### config.mk
export PLATFORM = sky130hd
export DESIGN_NAME = produce_hit_scorer
export DESIGN_NICKNAME = d
export VERILOG_FILES = /design/src/rtl/produce_game_pkg.sv /design/src/rtl/box_overlap.sv /design/src/rtl/produce_hit_scorer.sv
export SDC_FILE = /design/constraint.sdc
export NUM_CORES = 1
export LEC_CHECK = 0
export ABC_AREA = 1
export ABC_CLOCK_PERIOD_IN_PS = 4280
export BUFFER_PORTS_ARGS = -buffer_cell sky130_fd_sc_hd__buf_2
export CAP_MARGIN = 0
export CELL_PAD_IN_SITES_DETAIL_PLACEMENT = 1
export CELL_PAD_IN_SITES_GLOBAL_PLACEMENT = 1
export CORE_ASPECT_RATIO = 0.7
export CORE_MARGIN = 1.5
export CORE_UTILIZATION = 41
export DETAILED_ROUTE_END_ITERATION = 6
export PLACE_DENSITY = 0.88
export SLEW_MARGIN = 15
export SYNTH_ARGS = -nofsm -noshare
export SYNTH_HDL_FRONTEND = slang
export SYNTH_HIERARCHICAL = 1
export SYNTH_SLANG_ARGS = --single-unit
### constraint.sdc
create_clock -name clock -period 4.28 [get_ports clock]
set_clock_uncertainty 0.15 [all_clocks]
set_input_delay 0.428 -clock clock [delete_from_list [all_inputs] [get_ports clock]]
set_output_delay 0.428 -clock clock [all_outputs]
set_load 0.1 [all_outputs]
### src/rtl/produce_game_pkg.sv
// Shared constants and types for the produce game pipeline.
//   Screen geometry, coordinate widths and the scorer state encoding.
package produce_game_pkg;

  localparam int unsigned SCREEN_W = 640;
  localparam int unsigned SCREEN_H = 480;
  localparam int unsigned Y_TOP    = 180;
  localparam int unsigned Y_BOTTOM = 480;

  localparam int unsigned X_W = 10;
  localparam int unsigned Y_W = 9;

  typedef enum logic [1:0] {
    ACTIVE    = 2'd0,
    FLASH     = 2'd1,
    HIDDEN    = 2'd2,
    GAME_OVER = 2'd3
  } state_e;

endpackage

### src/rtl/box_overlap.sv
// Axis-aligned bounding-box overlap test between box A and box B.
//   a_x/a_y, b_x/b_y : top-left corners
//   overlap_c        : combinational, high when the open interiors intersect
// Right/bottom edges are formed one bit wider so they never wrap; strict
// compares mean boxes that only share an edge do not overlap.
module box_overlap #(
  parameter int unsigned X_W = 10,
  parameter int unsigned Y_W = 9,
  parameter int unsigned A_W = 32,
  parameter int unsigned A_H = 32,
  parameter int unsigned B_W = 24,
  parameter int unsigned B_H = 24
) (
  input  logic [X_W-1:0] a_x,
  input  logic [Y_W-1:0] a_y,
  input  logic [X_W-1:0] b_x,
  input  logic [Y_W-1:0] b_y,
  output logic           overlap_c
);

  logic [X_W:0] a_x_c, b_x_c, a_x_end_c, b_x_end_c;
  logic [Y_W:0] a_y_c, b_y_c, a_y_end_c, b_y_end_c;

  // Zero-extended corners and far edges.
  always_comb begin
    a_x_c     = {1'b0, a_x};
    b_x_c     = {1'b0, b_x};
    a_y_c     = {1'b0, a_y};
    b_y_c     = {1'b0, b_y};
    a_x_end_c = a_x_c + (X_W+1)'(A_W);
    b_x_end_c = b_x_c + (X_W+1)'(B_W);
    a_y_end_c = a_y_c + (Y_W+1)'(A_H);
    b_y_end_c = b_y_c + (Y_W+1)'(B_H);
  end

  assign overlap_c = (b_x_c < a_x_end_c) && (a_x_c < b_x_end_c) &&
                     (b_y_c < a_y_end_c) && (a_y_c < b_y_end_c);

endmodule

### src/rtl/produce_hit_scorer.sv
// Hit/miss scorer for one produce object.
//   Inputs : clock, resetn (sync, active-low), frame_tick, object position and
//            direction, hammer position and strike level, restart level.
//   Outputs: obj_visible, obj_flash, respawn_req, hit_pulse, miss_pulse,
//            score, lives, game_over -- all registered.
// Game state advances only on frame_tick; GAME_OVER watches restart every cycle.
module produce_hit_scorer
  import produce_game_pkg::*;
#(
  parameter int unsigned OBJ_W          = 32,
  parameter int unsigned OBJ_H          = 32,
  parameter int unsigned HAM_W          = 24,
  parameter int unsigned HAM_H          = 24,
  parameter int unsigned Y_BOTTOM       = produce_game_pkg::Y_BOTTOM,
  parameter int unsigned FLASH_FRAMES   = 8,
  parameter int unsigned RESPAWN_FRAMES = 30,
  parameter int unsigned SCORE_W        = 12,
  parameter int unsigned START_LIVES    = 3
) (
  input  logic               clock,
  input  logic               resetn,
  input  logic               frame_tick,
  input  logic [X_W-1:0]     obj_x,
  input  logic [Y_W-1:0]     obj_y,
  input  logic               obj_dir_down,
  input  logic [X_W-1:0]     ham_x,
  input  logic [Y_W-1:0]     ham_y,
  input  logic               ham_strike,
  input  logic               restart,
  output logic               obj_visible,
  output logic               obj_flash,
  output logic               respawn_req,
  output logic               hit_pulse,
  output logic               miss_pulse,
  output logic [SCORE_W-1:0] score,
  output logic [3:0]         lives,
  output logic               game_over
);

  localparam int unsigned CNT_MAX = (FLASH_FRAMES > RESPAWN_FRAMES) ? FLASH_FRAMES
                                                                     : RESPAWN_FRAMES;
  localparam int unsigned CNT_W   = $clog2(CNT_MAX + 1);

  state_e             state_q, state_d;
  logic [CNT_W-1:0]   cnt_q, cnt_d;
  logic [SCORE_W-1:0] score_q, score_d;
  logic [3:0]         lives_q, lives_d;
  logic               obj_visible_q, obj_visible_d;
  logic               obj_flash_q, obj_flash_d;
  logic               respawn_q, respawn_d;
  logic               hit_q, hit_d;
  logic               miss_q, miss_d;
  logic               game_over_q, game_over_d;

  logic overlap_c;
  logic hit_c;
  logic miss_c;

  box_overlap #(
    .X_W (X_W),
    .Y_W (Y_W),
    .A_W (OBJ_W),
    .A_H (OBJ_H),
    .B_W (HAM_W),
    .B_H (HAM_H)
  ) u_overlap (
    .a_x       (obj_x),
    .a_y       (obj_y),
    .b_x       (ham_x),
    .b_y       (ham_y),
    .overlap_c (overlap_c)
  );

  assign hit_c  = overlap_c && ham_strike;
  assign miss_c = obj_dir_down && ({1'b0, obj_y} > (Y_W+1)'(Y_BOTTOM));

  // Next-state and registered-output logic.
  always_comb begin
    state_d   = state_q;
    cnt_d     = cnt_q;
    score_d   = score_q;
    lives_d   = lives_q;
    respawn_d = 1'b0;
    hit_d     = 1'b0;
    miss_d    = 1'b0;

    case (state_q)
      ACTIVE: begin
        if (frame_tick) begin
          // A hit on the same tick as a fall-off takes priority.
          if (hit_c) begin
            score_d = (score_q == {SCORE_W{1'b1}}) ? score_q : score_q + SCORE_W'(1);
            hit_d   = 1'b1;
            cnt_d   = '0;
            state_d = FLASH;
          end else if (miss_c) begin
            lives_d = lives_q - 4'd1;
            miss_d  = 1'b1;
            cnt_d   = '0;
            state_d = (lives_q == 4'd1) ? GAME_OVER : HIDDEN;
          end
        end
      end
      FLASH: begin
        if (frame_tick) begin
          if (cnt_q == CNT_W'(FLASH_FRAMES - 1)) begin
            cnt_d   = '0;
            state_d = HIDDEN;
          end else begin
            cnt_d = cnt_q + CNT_W'(1);
          end
        end
      end
      HIDDEN: begin
        if (frame_tick) begin
          if (cnt_q == CNT_W'(RESPAWN_FRAMES - 1)) begin
            cnt_d     = '0;
            respawn_d = 1'b1;
            state_d   = ACTIVE;
          end else begin
            cnt_d = cnt_q + CNT_W'(1);
          end
        end
      end
      GAME_OVER: begin
        if (restart) begin
          state_d = ACTIVE;
          cnt_d   = '0;
          score_d = '0;
          lives_d = 4'(START_LIVES);
        end
      end
      default: state_d = ACTIVE;
    endcase

    // Draw/status flags follow the state being entered so they stay registered.
    obj_visible_d = (state_d == ACTIVE) || (state_d == FLASH);
    obj_flash_d   = (state_d == FLASH);
    game_over_d   = (state_d == GAME_OVER);
  end

  // State and output registers.
  always_ff @(posedge clock) begin
    if (!resetn) begin
      state_q       <= ACTIVE;
      cnt_q         <= '0;
      score_q       <= '0;
      lives_q       <= 4'(START_LIVES);
      obj_visible_q <= 1'b1;
      obj_flash_q   <= 1'b0;
      respawn_q     <= 1'b0;
      hit_q         <= 1'b0;
      miss_q        <= 1'b0;
      game_over_q   <= 1'b0;
    end else begin
      state_q       <= state_d;
      cnt_q         <= cnt_d;
      score_q       <= score_d;
      lives_q       <= lives_d;
      obj_visible_q <= obj_visible_d;
      obj_flash_q   <= obj_flash_d;
      respawn_q     <= respawn_d;
      hit_q         <= hit_d;
      miss_q        <= miss_d;
      game_over_q   <= game_over_d;
    end
  end

  assign obj_visible = obj_visible_q;
  assign obj_flash   = obj_flash_q;
  assign respawn_req = respawn_q;
  assign hit_pulse   = hit_q;
  assign miss_pulse  = miss_q;
  assign score       = score_q;
  assign lives       = lives_q;
  assign game_over   = game_over_q;

endmodule

* Yosys cells after proc, flatten, opt, wreduce, memory -nomap -nowiden
Index checks and enable logic that the tools add are counted.
** Word-level totals
- Register bits :: 29
- Bits of input ports :: 44
- Output and inout port bits :: 22
- Logic and storage cells :: 90
** Operators by class
- Add/subtract/negate cells :: 7
- $lt $le $gt $ge :: 5
- Equal/unequal tests :: 18
- Multiplexer cells :: 32
- Bitwise gates (word level) :: 3
- Reduce and logical (&&, ||, !) cells :: 15
** Operator list (number)
- 2-to-1 mux 12 bit :: 4
- 2-to-1 mux 5 bit :: 8
- one-hot mux 12 bit (2 select lines) :: 1
- < comparator 10 x 11 -> 1 bit :: 2
- < comparator 9 x 10 -> 1 bit :: 2
- one-hot mux 5 bit (4 select lines) :: 1
- 2-to-1 mux 2 bit :: 8
- 2-to-1 mux 4 bit :: 4
- inequality test 2 bit, second input constant :: 8
- AND reduction 5 bit :: 3
- adder 12 x 1 -> 12 bit, second input constant :: 1
- equality test 12 bit, second input constant :: 1
- adder 10 x 5 -> 11 bit, second input constant :: 1
- adder 10 x 6 -> 11 bit, second input constant :: 1
- adder 9 x 5 -> 10 bit, second input constant :: 1
- adder 9 x 6 -> 10 bit, second input constant :: 1
- greater-than comparator 9 bit, second input constant :: 1
- one-hot mux 2 bit (4 select lines) :: 1
- one-hot mux 4 bit (2 select lines) :: 1
- equality test 2 bit, second input constant :: 3
- AND reduction 3 bit :: 2
- adder 5 x 1 -> 5 bit, second input constant :: 1
- equality test 5 x 3 -> 1 bit, second input constant :: 1
- equality test 5 bit, second input constant :: 1
- 11 further kinds :: 22

* Longest topological paths before layout
- Word-level depth :: 11
- Depth in mapped cells :: 23
- Mapped depth without buffers :: 23

* Hierarchy
The synthesis kept the hierarchy.
** By module, submodules not included
- produce_hit_scorer :: times used 1, cells each 250, area an instance 1650.3 sq um, seq. area each 580.6 sq um
- box_overlap :: times used 1, cells each 209, area an instance 1253.7 sq um, seq. area each 0.0 sq um

* Worst setup path after synthesis
Ideal clock, no wire load.
- Path type :: in2reg
- Start :: input ham_x[3]
- End :: register score_q[5] (netlist: score[5])
- Library setup time :: 123 ps
- Arrival time :: 2462 ps
- Data required time :: 4007 ps
- Setup slack :: 1545 ps
- Stages on the path :: 20
- Path buffers :: 1
- Path through :: inv_1 > ha_1 > inv_1 > nand2_1 > nor3_1 > xnor2_1 > ha_1 > nand3_2 > nand2_1 > clkinv_1 > nand2_2 > nor3_2 > nand2_1 > inv_1 > nor2_1 > nor2_4 > nand2_2 > buf_6 > o21ai_0 > a21oi_1
** Between the ends
- Word-level cells in the longest chain between the ends :: 8
- Elaborated cells between the ends (all ways) :: 9
- Classes of those cells :: add/sub: 1; order compare: 2; eq/ne: 1; reduce/logical: 5
** RTL lines
- start: declaration :: line produce_hit_scorer.sv:26 : input logic [X_W-1:0] ham_x,
- adder 10 x 5 -> 11 bit :: line box_overlap.sv:31 : b_x_end_c = b_x_c + (X_W+1)'(B_W);
- < comparator 10 x 11 -> 1 bit :: line box_overlap.sv:36 : assign overlap_c = (b_x_c < a_x_end_c) && (a_x_c < b_x_end_c) &&
- logical AND 1 bit * (2 in series) :: line box_overlap.sv:36
- logical AND 1 bit * :: line box_overlap.sv:37 : (b_y_c < a_y_end_c) && (a_y_c < b_y_end_c);
- named net overlap_c :: line produce_hit_scorer.sv:55 : logic overlap_c;
- logical AND 1 bit * :: line produce_hit_scorer.sv:74 : assign hit_c = overlap_c && ham_strike;
- inequality test 2 bit (no line) *
- AND reduction 5 bit (no line) *
- end signal: assignment :: line produce_hit_scorer.sv:158 : score_q <= score_d;
- end: declaration :: line produce_hit_scorer.sv:46 : logic [SCORE_W-1:0] score_q, score_d;
The timed path passes the listed nets; every way through them passes the cells marked *.
A chain may end at the register's enable or synchronous reset.

* Worst setup path in the final report
- Start :: input ham_x[3]
- End :: register score_q[7] (netlist: score[7])
Same word-level chain as after synthesis.

==> out/summary.json <==
{
  "ctsHtreeMaxLevel": 2,
  "place.port_buffers": 65,
  "global_route.usage.total_pct": 22.6,
  "seq_area_frac_synth_pct": 20.0,
  "yosys_warnings": 6,
  "fin_util_pct": 50.4,
  "period_minus_slack_ns": 3.02,
  "status": "finished, final reports clean",
  "post_synth_mux_area_share_pct": 0,
  "number_of_antenna_violations_at_the_first_check_in_global_routing": 0,
  "max-vdd-ir-drop_mv": 0.101,
  "timing.final.crit_share_pct": 70.5,
  "max-slew-margin-rel_pct": 66.9,
  "fill_cells": 987,
  "top_level_ports": 66,
  "drt-wirelength-per-cell_um": 12.9,
  "number_of_antenna_repair_diodes": 0,
  "synthTopCellsByArea": "ha_1, dfxtp_1, nand2_1, inv_1, nor2_1",
  "fin_worst_hold_slack_ns": 0.289,
  "xor_xnor_cell_area_share_of_the_yosys_netlist_pct": 5.13,
  "mostFrequentLayoutCells": "nand2_1, inv_1, buf_2",
  "tritoncts": "yes",
  "fin_setup_tns_ns": 0,
  "ys_ff_latch": 29,
  "grt_first_pass_wirelength_um": 14100,
  "cts-root-to-sink-buffers": 2,
  "slew_viol_final": 0,
  "multi_input_comb_area_sq_um": 2010,
  "timing.final.setup_violations": 0,
  "critPathCaptureType": "flip-flop",
  "avgSynthCellArea_sq_um": 6.33,
  "synth_edf_count": 0,
  "clk_latency_worst_skew_pair_ns": 0.28,
  "grt_setup_unrepaired": "false",
  "timing.critical_path.arrival_ns": 3.05,
  "most_used_flip_flop_cell_after_synthesis": "dfxtp_1",
  "synth_simple_gate_area_share_pct": 37.4,
  "core-area_sq_um": 6790,
  "grt_max_degree": 12,
  "post-synth-top-area-fraction_pct": 20.2,
  "number_of_global_route_vias_before_repair": 3176,
  "worst_setup_path_start_kind": "primary input",
  "detail_route.iter0.violations": 65,
  "hold_path.class": "primary input to flip-flop",
  "final_hold_viol_count": 0,
  "via_per_instance_ratio": 4.91,
  "routed_wirelength_um": 8070,
  "path_clk_slew_ns": 0.06,
  "drv_cap": 0,
  "via_count": 3063,
  "p_per_area_nw_per_um2": 221,
  "yosys.area_share.adder_pct": 20.2,
  "drt-pass1-iter-count": 4,
  "area.sequential_sq_um": 581,
  "dieHeight_um": 73.4,
  "clockRootBuffer": "clkbuf_8",
  "num-nets-final": 621,
  "synth-compound-area-share_pct": 6.59,
  "initial_utilization_pct": 42.8,
  "post-route-drc-count": 0,
  "yosys.area.top_type": "ha_1",
  "tritoncts.num_buffers": 5,
  "leakage_uw": 0.00192,
  "rows": 25,
  "worst-slew-pin-transition_ns": 0.500,
  "yosys.cell_types.count": 29,
  "dieWidth_um": 104,
  "synth_async_sr_flop_share_pct": 0,
  "worst-endpoint-required_ns": 4.31,
  "postLayoutSetupSlackWorst_ns": 1.26,
  "final_antenna_net_count": 0,
  "cts-resized-gates": 0,
  "criticalPathCategory": "primary input to flip-flop",
  "area_delta_synth_final_pct": 17.8,
  "synth_nets": 550,
  "path_max_fanout": 11,
  "cts-hold-fix-buffers": 0,
  "fraction_of_layout_instances_using_a_drive_strength_above_1_pct": 17.0,
  "maxClockFrequency_mhz": 331,
  "numClockSinks": 29,
  "grt-ovfl-total": 0,
  "syn_std_cell_area_sq_um": 2900,
  "place_worst_setup_slack_ns": 0.946,
  "area_enclosed_by_the_die_boundary_sq_um": 7610,
  "mostFrequentLayoutCell": "nand2_1",
  "post-dp-hpwl_um": 6930,
  "dp.cells": 617,
  "globalplace.congestion": 0.837,
  "final_cells": 624,
  "netlist_instances": 459,
  "combinational_family_with_the_most_area_after_synthesis": "simple AND/OR/NAND/NOR gates",
  "cts_setup_buffers": 0
}
[state kept, by name, summed over array words and instances (netlist names)]
signal / flops
cnt_q: 5
score: 12
miss_pulse: 1
state_q: 2
obj_flash: 1
respawn_req: 1
lives: 4
obj_visible: 1
game_over: 1
hit_pulse: 1
[Yosys cell counts, drive strengths merged, types with 2 or more instances]
cell type,number
a21o,4
a21oi,17
clkinv,2
dfxtp,29
ha,47
inv,77
nand2,135
nand3,31
nand3b,2
nand4,7
nor2,61
nor3,13
o21ai,13
xnor2,5
xor2,12
[where the power goes]
part	switching (uW)	internal, uW	leakage (uW)	total [uW]
Clock	101	127	0.0000443	228
Sequential	5.25	275	0.000234	280
Combinational	160	88.4	0.00165	249
[routing by layer]
layer	part of all wire [%]	up-vias	track usage, %
met1	49	1421	28.9
met4	0.81	0	4.01
met2	46	52	41.0
li1	-	1583	-
met3	3.9	7	3.82
met5	0	-	0
[worst paths after layout]
path	startpoint	end	slack [ns]	cells after the start
hold reg to reg	score[5]$_SDFFE_PN0P_	score[5]$_SDFFE_PN0P_	0.37	2
setup / recovery	ham_x[3]	score[7]$_SDFFE_PN0P_	1.26	22
hold / removal	ham_strike	hit_pulse$_SDFF_PN0_	0.29	3
setup reg to reg	state_q[0]$_SDFF_PN0_	score[7]$_SDFFE_PN0P_	2.16	11
[kinds of logic after synthesis]
family / after synthesis
AOI/OAI and AO/OA: 35
xor gates and xnor gates: 17
adders and majority gates: 47
buffers and inverters: 80
DFF: 29
and+or+nand+nor: 251
[critical path: stages]
cell and delay (ns):
buf_2 0.12, inv_1 0.05, ha_1 0.21, inv_1 0.07, nand2_1 0.07, nor3_1 0.18, xnor2_1 0.15, ha_1 0.27
nand3_2 0.08, nand2_1 0.06, clkinv_1 0.06, nand2_2 0.05, nor3_2 0.17, nand2_1 0.11, inv_1 0.09, nor2_1 0.09
nor2_4 0.17, nand2_2 0.17, inv_1 0.18, nand2_1 0.10, nor2_1 0.13, nor2_1 0.06
[final cells by class]
type / instances / share of cell area [%]
timing repair buffer: 65 / 9.51
inverter: 79 / 8.70
clock buffer: 7 / 2.52
tap: 94 / 3.44
multi-input combinational: 350 / 58.9
sequential: 29 / 17.0
[per-stage QoR]
stage	instance area, sq um	power, uW
after floorplan	2900	456
after global placement	3340	520
after detailed placement	3340	535
after CTS	3420	763
after global routing	3420	808
final	3420	758
No activity file was read; power rests on OpenSTA's default activity.
